File: src/rtl/imem_load_ctrl_pkg.sv
// ============================================================================
// Module : imem_load_ctrl_pkg
// Brief  : Shared constants and load-sequencer state type for imem_load_ctrl.
// Rev    : 1.0  initial release
// ============================================================================
`default_nettype none

package imem_load_ctrl_pkg;

    localparam int                cXLEN      = 32;
    localparam logic [cXLEN-1:0]  cEndMarker = 32'hDEADBEAF;
    localparam logic [cXLEN-1:0]  cNopInst   = 32'h00000013;

    typedef enum logic [2:0] {
        IDLE       = 3'd0,
        LOAD       = 3'd1,
        WAIT_START = 3'd2,
        RUN        = 3'd3,
        ERROR      = 3'd4
    } tLoadState;

endpackage

`default_nettype wire

File: src/rtl/imem_load_ctrl.sv
// ============================================================================
// Module : imem_load_ctrl
// Brief  : Boot-time instruction-memory loader; hands the RAM port to core
//          fetch once loading completes and a start request is seen.
//          Optional IMEM_CHECKSUM_EN adds oChecksum (XOR of written words).
// Rev    : 1.0  initial release
// ============================================================================
`default_nettype none

module imem_load_ctrl
    import imem_load_ctrl_pkg::*;
#(
    parameter  int cDepth = 256,
    localparam int cAW    = $clog2(cDepth)
) (
    input  logic             iClk,
    input  logic             iRst,
    input  logic [cXLEN-1:0] iInst2Write,
    input  logic             iInstWen,
    input  logic             iStart,
    input  logic             iFetchReq,
    input  logic [cXLEN-1:0] iFetchAddr,
    output logic [cXLEN-1:0] oFetchInst,
    output logic             oFetchDv,
    output logic             oMemWen,
    output logic             oMemRen,
    output logic [cAW-1:0]   oMemAddr,
    output logic [cXLEN-1:0] oMemWData,
    input  logic [cXLEN-1:0] iMemRData,
    output logic             oCoreRun,
    output logic [cAW:0]     oInstCount,
    output logic             oOverflow,
    output logic             oMisalign
`ifdef IMEM_CHECKSUM_EN
    ,
    output logic [cXLEN-1:0] oChecksum
`endif
);

    tLoadState        state_q,     state_d;
    logic [cAW:0]     count_q,     count_d;
    logic             mem_wen_q,   mem_wen_d;
    logic [cAW-1:0]   wr_addr_q,   wr_addr_d;
    logic [cXLEN-1:0] wr_data_q,   wr_data_d;
    logic             overflow_q,  overflow_d;
    logic             fetch_dv_q,  fetch_dv_d;
    logic             fetch_nop_q, fetch_nop_d;
    logic             misalign_q,  misalign_d;

    logic             w_load_word;
    logic             w_full;
    logic             w_fetch_ok;
    logic             w_in_image;
    logic [cXLEN-3:0] w_word_idx;

    assign w_load_word = iInstWen && (iInst2Write != cEndMarker);
    assign w_full      = (count_q == (cAW+1)'(cDepth));
    assign w_word_idx  = iFetchAddr[cXLEN-1:2];
    assign w_in_image  = (w_word_idx < (cXLEN-2)'(count_q));
    // A write still draining in the first RUN cycle owns the port; fetch waits.
    assign w_fetch_ok  = (state_q == RUN) && !mem_wen_q && iFetchReq;

    always_comb begin
        state_d    = state_q;
        count_d    = count_q;
        mem_wen_d  = 1'b0;
        wr_addr_d  = wr_addr_q;
        wr_data_d  = wr_data_q;
        overflow_d = overflow_q;

        case (state_q)
            IDLE, LOAD: begin
                if (w_load_word) begin
                    if (w_full) begin
                        overflow_d = 1'b1;
                        state_d    = ERROR;
                    end else begin
                        mem_wen_d = 1'b1;
                        wr_addr_d = count_q[cAW-1:0];
                        wr_data_d = iInst2Write;
                        count_d   = count_q + 1'b1;
                        state_d   = LOAD;
                    end
                end else if (iInstWen) begin
                    state_d = WAIT_START;
                end
                if ((state_q == LOAD) && iStart && (state_d != ERROR)) begin
                    state_d = RUN;
                end
            end
            WAIT_START: begin
                if (iStart) begin
                    state_d = RUN;
                end
            end
            RUN, ERROR: begin
                state_d = state_q;
            end
            default: begin
                state_d = IDLE;
            end
        endcase

        fetch_dv_d  = w_fetch_ok;
        fetch_nop_d = w_fetch_ok && !w_in_image;
        misalign_d  = w_fetch_ok && (iFetchAddr[1:0] != 2'b00);
    end

    always_ff @(posedge iClk or posedge iRst) begin
        if (iRst) begin
            state_q     <= IDLE;
            count_q     <= '0;
            mem_wen_q   <= 1'b0;
            wr_addr_q   <= '0;
            wr_data_q   <= '0;
            overflow_q  <= 1'b0;
            fetch_dv_q  <= 1'b0;
            fetch_nop_q <= 1'b0;
            misalign_q  <= 1'b0;
        end else begin
            state_q     <= state_d;
            count_q     <= count_d;
            mem_wen_q   <= mem_wen_d;
            wr_addr_q   <= wr_addr_d;
            wr_data_q   <= wr_data_d;
            overflow_q  <= overflow_d;
            fetch_dv_q  <= fetch_dv_d;
            fetch_nop_q <= fetch_nop_d;
            misalign_q  <= misalign_d;
        end
    end

`ifdef IMEM_CHECKSUM_EN
    logic [cXLEN-1:0] checksum_q, checksum_d;

    always_comb begin
        checksum_d = checksum_q;
        if (mem_wen_d) begin
            checksum_d = checksum_q ^ iInst2Write;
        end
    end

    always_ff @(posedge iClk or posedge iRst) begin
        if (iRst) begin
            checksum_q <= '0;
        end else begin
            checksum_q <= checksum_d;
        end
    end

    assign oChecksum = checksum_q;
`endif

    assign oMemRen    = w_fetch_ok && w_in_image;
    assign oMemWen    = mem_wen_q;
    assign oMemAddr   = oMemRen ? w_word_idx[cAW-1:0] : wr_addr_q;
    assign oMemWData  = wr_data_q;
    assign oFetchDv   = fetch_dv_q;
    assign oFetchInst = !fetch_dv_q ? '0 : (fetch_nop_q ? cNopInst : iMemRData);
    assign oCoreRun   = (state_q == RUN);
    assign oInstCount = count_q;
    assign oOverflow  = overflow_q;
    assign oMisalign  = misalign_q;

endmodule

`default_nettype wire

File: config.mk
export PLATFORM = sky130hd
export DESIGN_NAME = imem_load_ctrl
export DESIGN_NICKNAME = d
export VERILOG_FILES = /design/src/rtl/imem_load_ctrl_pkg.sv /design/src/rtl/imem_load_ctrl.sv
export SDC_FILE = /design/constraint.sdc
export NUM_CORES = 1
export LEC_CHECK = 0
export CAP_MARGIN = 20
export CORE_ASPECT_RATIO = 0.5
export CORE_MARGIN = 2
export CORE_UTILIZATION = 30
export CTS_CLUSTER_SIZE = 40
export DETAILED_ROUTE_END_ITERATION = 7
export PLACE_DENSITY_LB_ADDON = 0.25
export SETUP_SLACK_MARGIN = 0.2
export SYNTH_ARGS = -nofsm -noshare
export SYNTH_HDL_FRONTEND = slang
export SYNTH_SLANG_ARGS = --single-unit
File: constraint.sdc
create_clock -name iClk -period 4.35 [get_ports iClk]
set_input_delay 1.305 -clock iClk [delete_from_list [all_inputs] [get_ports iClk]]
set_output_delay 1.305 -clock iClk [all_outputs]
set_load 0.1 [all_outputs]
==> metrics.md <==
| Metric | Value |
|---|---|
| Outcome | `finished with violations` |
| Failing checks | `setup timing` |
| 1st-iter DRT viols | `88` |
| IO Pins | `188` |
| RSZ-0062 raised after global routing | `yes` |
| Post-synthesis cell type count | `36` |
| Mapped Cells | `326` |
| Hold WC Path Type | `reg2reg` |
| Setup Skew | `0.00536 ns` |
| Total Routing Usage GR | `18.2%` |
| Placed Cells | `649` |
| Initial cell density of the core | `31.0%` |
| Worst-path clk slew | `0.05 ns` |
| Top post-synthesis cells by area | `dfrtp_1 49%, nand2_1 14%, and2_1 6.2%` |
| Htree depth | `3` |
| Top FF cell, synth | `dfrtp_1` |
| DRC viols | `0` |
| Final setup viols | `9` |
| Post-synth top area cell | `dfrtp_1` |
| Pleak | `2.57 nW` |
| Final nets | `643` |
| CP Data Arrival Time | `3.20 ns` |
| Drt wl/cell | `14.4 µm` |
| Antenna violations before repair | `0` |
| Antenna diodes | `0` |
| Pre-antenna DRT Iters | `4` |
| # port buffers | `187` |
| Dpl hpwl | `7440 µm` |
| Max-slew headroom | `32.6%` |
| Antenna Violating Nets Remaining | `0` |
| CTS Buffer Depth | `2` |
| Worst r2r src | `oInstCount[0]` |
| Met1 Use GR | `21.2%` |
| Final Hold Viols | `0` |
| Largest net degree at the start of global routing | `37` |
| Synth Cell Area | `2920 µm²` |
| Clock Tree Root | `clkbuf_16` |
| Share of the synthesized area in the top cell type | `48.8%` |
| Area of placed instances | `5260 µm²` |
| Core area | `9450 µm²` |
| Total wire length | `9670 µm` |
| FMAX | `222 MHz` |
| Setup WS post-layout | `-0.158 ns` |
| Cell Count, Final, Fillers Out | `672` |
| Max Cap Viol | `0` |
| First-pass GRT wire length | `14,700 µm` |
| Seq/Total Area, Yosys | `48.8%` |
| Crit share post-route | `104%` |
| Final non-filler cell area | `5760 µm²` |
| CP Capture Type | `primary output` |
| Avg Inst Size Synth | `8.97 µm²` |
| Ys Warns | `0` |
| PwrDens | `860 nW/µm²` |
| Async SR Flop Fraction | `100%` |
| R2R depth | `7` |
| DIE AREA | `10,600 µm²` |
| Slew at the pin with the worst max-slew slack | `1.01 ns` |
| Layout cell share with drive strength beyond 1 | `22.3%` |
| Synthesized Nets | `437` |
| Max-slew violations | `0` |
| Worst Path Max Fanout | `5` |
| Clk Latency, worst-skew pair | `0.33 ns` |
| Overall power | `4.96 mW` |
| Total grt overflow | `0` |
| Kind of critical path | `in2out` |
| Die W | `144 µm` |
| CP Data Required Time | `3.04 ns` |
| Worst Setup Start Kind | `primary input` |
| #FFs+latches synth | `57` |
| Sink Count | `57` |
| Syn-to-layout area delta | `97.1%` |
| Reg2Reg Setup Slack | `1.92 ns` |
| Met3 Use GR | `5.67%` |
| DR vias | `2,919` |
| R2R Path End | `oInstCount[1]` |
| Layout fillers | `802` |
| CTS tree | `built` |
| Row count | `25` |
| Met2 GRT Util | `32.8%` |
| Tmin final | `4.51 ns` |
| Routability Congestion | `0.757` |
| Max IR drop VDD | `0.528 mV` |
| GRT busiest layer | `met2` |
| Start point of the critical path | `iFetchAddr[5]` |
| Worst Setup EP | `oMemAddr[1]` |
| TritonCTS buffer count | `9` |
| Number of global-route vias before repair | `2,821` |
| EDFF count, synth | `0` |
| DR vias/cell | `4.34` |
| Die height | `73.8 µm` |
| Hold path depth | `2` |
-- worst max-delay path: stages --
cell	delay, ns
clkdlybuf4s15_1	0.21
ha_2	0.32
o21a_1	0.12
nor2_2	0.05
a2111oi_4	0.35
nor4_4	0.09
buf_4	0.15
buf_12	0.13
mux2_4	0.31
buf_12	0.17
-- per-layer routing --
layer  up-vias  part of all wire [%]
met1      1326                    41
met5         -                     0
li1       1489                     -
met2        96                    51
met4         0                  0.83
met3         8                   7.4
-- logic make-up after synthesis --
| kind of cell | share of synthesized area [%] |
|---|---|
| mux | 3.42 |
| compound gates | 5.91 |
| simple gates | 31.3 |
| xor+xnor | 2.40 |
| buf+inv | 3.94 |
| flops | 48.8 |
| fa+ha+maj | 4.28 |
-- cell usage in the layout (no fill, tap or decap), types with 9 or more instances in the layout --
cell type        netlist  final
inv_1                 14     13
nor2_1                14     12
o21ai_0               10      9
clkbuf_16              0      9
dfrtp_1               57     57
dlygate4sd2_1          0     10
nand2_1              109    109
clkdlybuf4s50_1        0    120
and2_1                29     29
buf_4                  1     31
buf_12                 0     26
-- flip-flops by register name (all words and copies together), names as in the netlist --
name         cells
oMisalign        1
oFetchDv         1
state_q          3
wr_addr_q        8
oOverflow        1
oInstCount       9
fetch_nop_q      1
oMemWen          1
oMemWData       32
-- stage by stage --
stage               setup TNS [ns]  hold WS [ns]  setup slack (ns)  utilization, %
floorplan                    -7.66         0.446            -0.932               -
global placement             -6.36         0.458            -0.731            55.7
detailed placement           -6.09         0.461            -0.701            55.7
CTS                          -1.29         0.473            -0.158            61.1
global route                 -2.08         0.492            -0.248            61.0
finish                       -1.28         0.470            -0.158            61.0
-- cells in the mapped netlist, types with 7 or more instances --
cell and count:
and2_1 29, nand4_1 7, mux2_2 8, buf_2 8, ha_1 10, nand2_1 109, o21ai_0 10, dfrtp_1 57
nor2_1 14, inv_1 14, nor4_1 7, nor3_1 8, xnor2_1 8
-- where the power goes --
| group | leakage [nW] | total [mW] | internal [mW] | switching [mW] |
|---|---|---|---|---|
| registers | 0.679 | 0.916 | 0.764 | 0.152 |
| clock network | 0.149 | 0.676 | 0.445 | 0.232 |
| logic | 1.74 | 3.37 | 0.873 | 2.49 |
| total | 2.57 | 4.96 | 2.08 | 2.88 |
-- worst min-delay path by stage --
stage	from	endpoint	slack, ns
floorplan	wr_addr_q[0]	wr_addr_q[0]	0.45
global placement	oMemWData[1]	oMemWData[1]	0.46
detailed placement	oMemWData[2]	oMemWData[2]	0.46
CTS	oMemWData[2]	oMemWData[2]	0.47
global route	oMemWData[9]	oMemWData[9]	0.49
finish	oMemWData[15]	oMemWData[15]	0.47
-- final cells by class --
cell class	instances	area, µm²	share of cell area (%)
clock buffers	14	284	4.93
flip-flops and latches	57	1430	24.8
repair buffers	207	2240	38.9
multi-input cells	242	1570	27.3
clock inverters	2	10.0	0.174
well taps	135	169	2.93
inverters	15	56.3	0.977
-- repair_timing --
item / in CTS / in global routing
buffers inserted: 6 / 0
hold buffers: 0 / 0
resized for setup: 92 / 1
pin swaps: 17 / 0
cloned: 1 / 0
setup endpoints to repair: 9 / 9
(Power assumes the default switching activity.)
